==> config.mk <==
export PLATFORM = sky130hd
export DESIGN_NAME = fib_seq
export DESIGN_NICKNAME = d
export VERILOG_FILES = /design/src/rtl/fib_seq.sv
export SDC_FILE = /design/constraint.sdc
export NUM_CORES = 1
export LEC_CHECK = 0
export ABC_AREA = 0
export CAP_MARGIN = 15
export CORE_ASPECT_RATIO = 0.9
export CORE_MARGIN = 5
export CORE_UTILIZATION = 45
export CTS_BUF_LIST = sky130_fd_sc_hd__clkbuf_4 sky130_fd_sc_hd__clkbuf_8
export CTS_CLUSTER_SIZE = 12
export DETAILED_ROUTE_END_ITERATION = 6
export GPL_TIMING_DRIVEN = 1
export PLACE_DENSITY_LB_ADDON = 0.08
export SLEW_MARGIN = 20
export SYNTH_ARGS = -nofsm -noshare
export SYNTH_HDL_FRONTEND = slang
export SYNTH_SLANG_ARGS = --single-unit
==> constraint.sdc <==
create_clock -name clk -period 3.29 [get_ports clk]
set_input_delay 0.658 -clock clk [delete_from_list [all_inputs] [get_ports clk]]
set_output_delay 0.658 -clock clk [all_outputs]
set_load 0.01 [all_outputs]
==> src/rtl/fib_seq.sv <==
// Fibonacci term generator: emits n terms of t0=a, t1=b, tk=t(k-1)+t(k-2)
// on a valid/ready stream, with a sticky carry-out flag.
module fib_seq #(
    parameter int WIDTH = 32,
    parameter int CNT_W = 6
) (
    input  logic             clk,
    input  logic             rst,
    input  logic             start,
    input  logic [WIDTH-1:0] a,
    input  logic [WIDTH-1:0] b,
    input  logic [CNT_W-1:0] n,
    input  logic             out_ready,
    output logic [WIDTH-1:0] out,
    output logic             out_valid,
    output logic [CNT_W-1:0] out_idx,
    output logic             busy,
    output logic             done,
    output logic             ovf
);

    typedef enum logic [1:0] {
        IDLE = 2'd0,
        RUN  = 2'd1,
        DONE = 2'd2
    } state_t;

    state_t           state_q, state_d;
    logic [WIDTH-1:0] r0_q, r0_d;
    logic [WIDTH-1:0] r1_q, r1_d;
    logic [CNT_W-1:0] rem_q, rem_d;
    logic [CNT_W-1:0] idx_q, idx_d;
    logic             ovf_q, ovf_d;
    logic [WIDTH:0]   sum;

    always_ff @(posedge clk) begin
        if (rst) begin
            state_q <= IDLE;
            r0_q    <= '0;
            r1_q    <= '0;
            rem_q   <= '0;
            idx_q   <= '0;
            ovf_q   <= 1'b0;
        end else begin
            state_q <= state_d;
            r0_q    <= r0_d;
            r1_q    <= r1_d;
            rem_q   <= rem_d;
            idx_q   <= idx_d;
            ovf_q   <= ovf_d;
        end
    end

    // Extra MSB captures the carry-out of the modular add.
    assign sum = {1'b0, r0_q} + {1'b0, r1_q};

    always_comb begin
        state_d = state_q;
        r0_d    = r0_q;
        r1_d    = r1_q;
        rem_d   = rem_q;
        idx_d   = idx_q;
        ovf_d   = ovf_q;
        unique case (state_q)
            IDLE: begin
                if (start) begin
                    ovf_d = 1'b0;
                    if (n != '0) begin
                        r0_d    = a;
                        r1_d    = b;
                        rem_d   = n;
                        idx_d   = '0;
                        state_d = RUN;
                    end else begin
                        state_d = DONE;
                    end
                end
            end
            RUN: begin
                if (out_ready) begin
                    r0_d  = r1_q;
                    r1_d  = sum[WIDTH-1:0];
                    idx_d = idx_q + CNT_W'(1);
                    rem_d = rem_q - CNT_W'(1);
                    if (sum[WIDTH]) begin
                        ovf_d = 1'b1;
                    end
                    if (rem_q == CNT_W'(1)) begin
                        state_d = DONE;
                    end
                end
            end
            DONE: begin
                state_d = IDLE;
            end
            default: begin
                state_d = IDLE;
            end
        endcase
    end

    assign out       = r0_q;
    assign out_idx   = idx_q;
    assign out_valid = (state_q == RUN);
    assign busy      = (state_q == RUN);
    assign done      = (state_q == DONE);
    assign ovf       = ovf_q;

endmodule

==> results.json <==
{
  "routed-via-count": 5441,
  "fill_cells": 1089,
  "hold_violations": 0,
  "fin_setup_tns_ns": 0,
  "synth_compound_area_frac": 0.285,
  "post_cts_buffers": 0,
  "ys_warn_count": 0,
  "first_pass_iters": 5,
  "finalPower_uw": 3030,
  "min_period_ns": 3.03,
  "synth_edf_count": 0,
  "cts_resized": 0,
  "cp_num_buf_inv": 0,
  "ys_seq_elements": 79,
  "p_sw_frac": 0.348,
  "finalClockSkew_ns": 0.00621,
  "crit_path_start_kind": "flop",
  "cts_buffers": 9,
  "synthMuxAreaShare": 0.00959,
  "p_seq_frac": 0.382,
  "path_cells": "ha_1 -> fa_1 -> a211oi_1 -> o21bai_1 -> a211oi_2 -> o21ai_2 -> a211o_2 -> a211o_1 -> a31oi_1 -> nor3_1",
  "clock-sinks": 79,
  "ctsLongestPathBuffers": 2,
  "slew-limit-headroom": 0.405,
  "clockRootBuffer": "clkbuf_8",
  "clockPowerShare": 0.261,
  "status": "finished clean",
  "cpMaxStageDelayCell": "fa_1",
  "worst_pin_slew_ns": 0.893,
  "drc": 0,
  "wl_per_cell_um": 15.7,
  "max-vdd-ir-drop_uv": 348,
  "final_cell_area_mm2": 0.00679,
  "drt-initial-drc-count": 399,
  "grt_pass1_vias": 5294,
  "avgSynthCellArea_um2": 7.52,
  "critPathMaxFanout": 3,
  "crit_type": "reg2reg",
  "synth_top_family_by_area": "compound AO/OA/AOI/OAI gates",
  "post-dp-hpwl_um": 10800,
  "cp_top_family": "compound AO/OA/AOI/OAI gates",
  "nNetsFinal": 904,
  "vias_per_cell": 5.70,
  "die_y_um": 113,
  "synth_top_flop_cell": "dfxtp_1",
  "worstSetupStartpoint": "out[0]",
  "gpl.final_weighted_congestion": 0.882,
  "synthArstFlopShare": 0,
  "finalMaxSlewViolations": 0,
  "placed_cell_area_mm2": 0.00658,
  "grt.total_usage": 0.208,
  "die_x_um": 125,
  "synth_simple_gate_area_frac": 0.241,
  "ant_nets": 0,
  "p_switching_uw": 1050,
  "synth-xor-area-share": 0.0344,
  "tritoncts": "yes",
  "internal-power_uw": 1970,
  "drive_above_1_share": 0.0526,
  "finalWirelength_um": 15000,
  "port_buffers": 115,
  "hold_class": "reg2reg",
  "syn2layout_area_growth_pct": 27.0,
  "dieArea_mm2": 0.0142,
  "rows": 37,
  "cp.required_ns": 3.51,
  "htreeDepth": 3,
  "synthAdderAreaFrac": 0.0856,
  "initial_core_util": 0.464,
  "critPathMaxStageDelay_ns": 0.43,
  "setup_violations": 0,
  "postSynthCellCount": 711,
  "p_leak_uw": 0.00282,
  "num_antenna_cells": 0,
  "core_area_mm2": 0.0115,
  "antenna_found_initial": 0,
  "seq_area_frac_synth": 0.296,
  "crit_path_end_kind": "flop",
  "grt_max_degree": 68,
  "synth_area_mm2": 0.00535,
  "grt_pass1_wl_um": 25300,
  "overflow": 0,
  "hp-start": "r1_q[2]",
  "boundaryPins": 116,
  "fin_crit_sh": 0.920,
  "p_comb_frac": 0.358,
  "powerDensity_mw_per_mm2": 445,
  "syn_nets": 821,
  "fmax_mhz": 331,
  "crit_arrival_ns": 3.25,
  "rsz0062_at_grt": "false",
  "ctsHoldBuffers": 0,
  "synth_cell_types": 68,
  "r2r_start": "out[0]",
  "max_cap_viol_count": 0,
  "path_clk_slew_ns": 0.08,
  "clk_latency_ns": 0.37
}
==> layout make-up <==
type                       instances  area (um^2)  share of cell area
clock buffer                      13          173              0.0254
clock inverter                     3         40.0             0.00589
inverter                          12         45.0             0.00663
multi-input combinational        567         3510               0.517
sequential                        79         1580               0.233
tap                              156          195              0.0287
timing repair buffer             125         1250               0.183
==> Yosys cell counts (all sizes together) (12+ instances only) <==
master	number	area share
nand2	123	0.086
dfxtp	79	0.30
nor2	79	0.055
a21oi	44	0.042
clkbuf	40	0.028
a311oi	39	0.067
o21ai	37	0.035
ha	35	0.082
a21o	28	0.039
nand3	22	0.021
nor3	19	0.019
a211oi	14	0.021
buf	13	0.013
a31oi	12	0.014
inv	12	0.0084
xnor2	12	0.020
==> power groups by stage <==
stage	combinational (uW)	clock, uW	sequential [uW]
detailed placement	1080	0	1180
CTS	1080	812	1160
floorplan	700	0	1180
finish	1080	789	1160
global route	1200	859	1170
global placement	1060	0	1170
==> tightest hold or removal path, stage by stage, from the launching register on <==
cell	delay, ns
dfxtp_1	0.33
nand2_1	0.06
a21oi_1	0.05
==> final timing paths <==
kind | to | slack [ns] | cells past startpoint
min | r1_q[2] | 0.49 | 2
max reg2reg | r1_q[28] | 0.26 | 10
min reg2reg | r1_q[2] | 0.49 | 2
max | r1_q[28] | 0.26 | 10
==> cell usage in the layout (no fill, tap or decap), types with 8 or more instances in the layout <==
cell type	n
xor2_1	9
a211oi_1	13
a311oi_1	38
o21ai_0	30
a21o_1	28
buf_4	8
clkdlybuf4s50_1	114
nor3_1	18
dfxtp_1	79
a31oi_1	12
nor2_1	79
ha_1	35
nand3_1	22
a21oi_1	43
clkbuf_8	12
nand4_1	8
nand2_1	123
inv_1	11
xnor2_1	12
==> kinds of logic (layout without fill, tap and decap cells) <==
kind of cell	Yosys count	count (layout)
buffers and inverters	65	153
adders and majority gates	36	36
xor gates and xnor gates	21	21
DFF	79	79
muxes	5	5
and+or+nand+nor	290	290
AOI/OAI and AO/OA	215	215
==> through the flow <==
stage	hold WS, ns	setup slack (ns)	util	std cells
after detailed placement	0.475	0.284	0.571	939
after global placement	0.458	0.303	0.571	939
after CTS	0.487	0.264	0.589	955
after floorplan	0.445	0.520	-	711
after global routing	0.518	0.0706	0.589	955
final	0.486	0.265	0.589	955
==> sequential cells by signal, summed over array words and instances, names as in the netlist <==
register / count
rem_q: 6
r1_q: 32
out: 32
out_idx: 6
state_q: 2
ovf: 1
==> layer usage <==
layer	vias to the layer above	track usage	share of wire
met5	-	0	0
met4	0	0.0470	0.011
met3	12	0.0590	0.052
met2	114	0.362	0.49
met1	2555	0.259	0.45
li1	2760	-	-
Power figures use the tool's default switching activity.
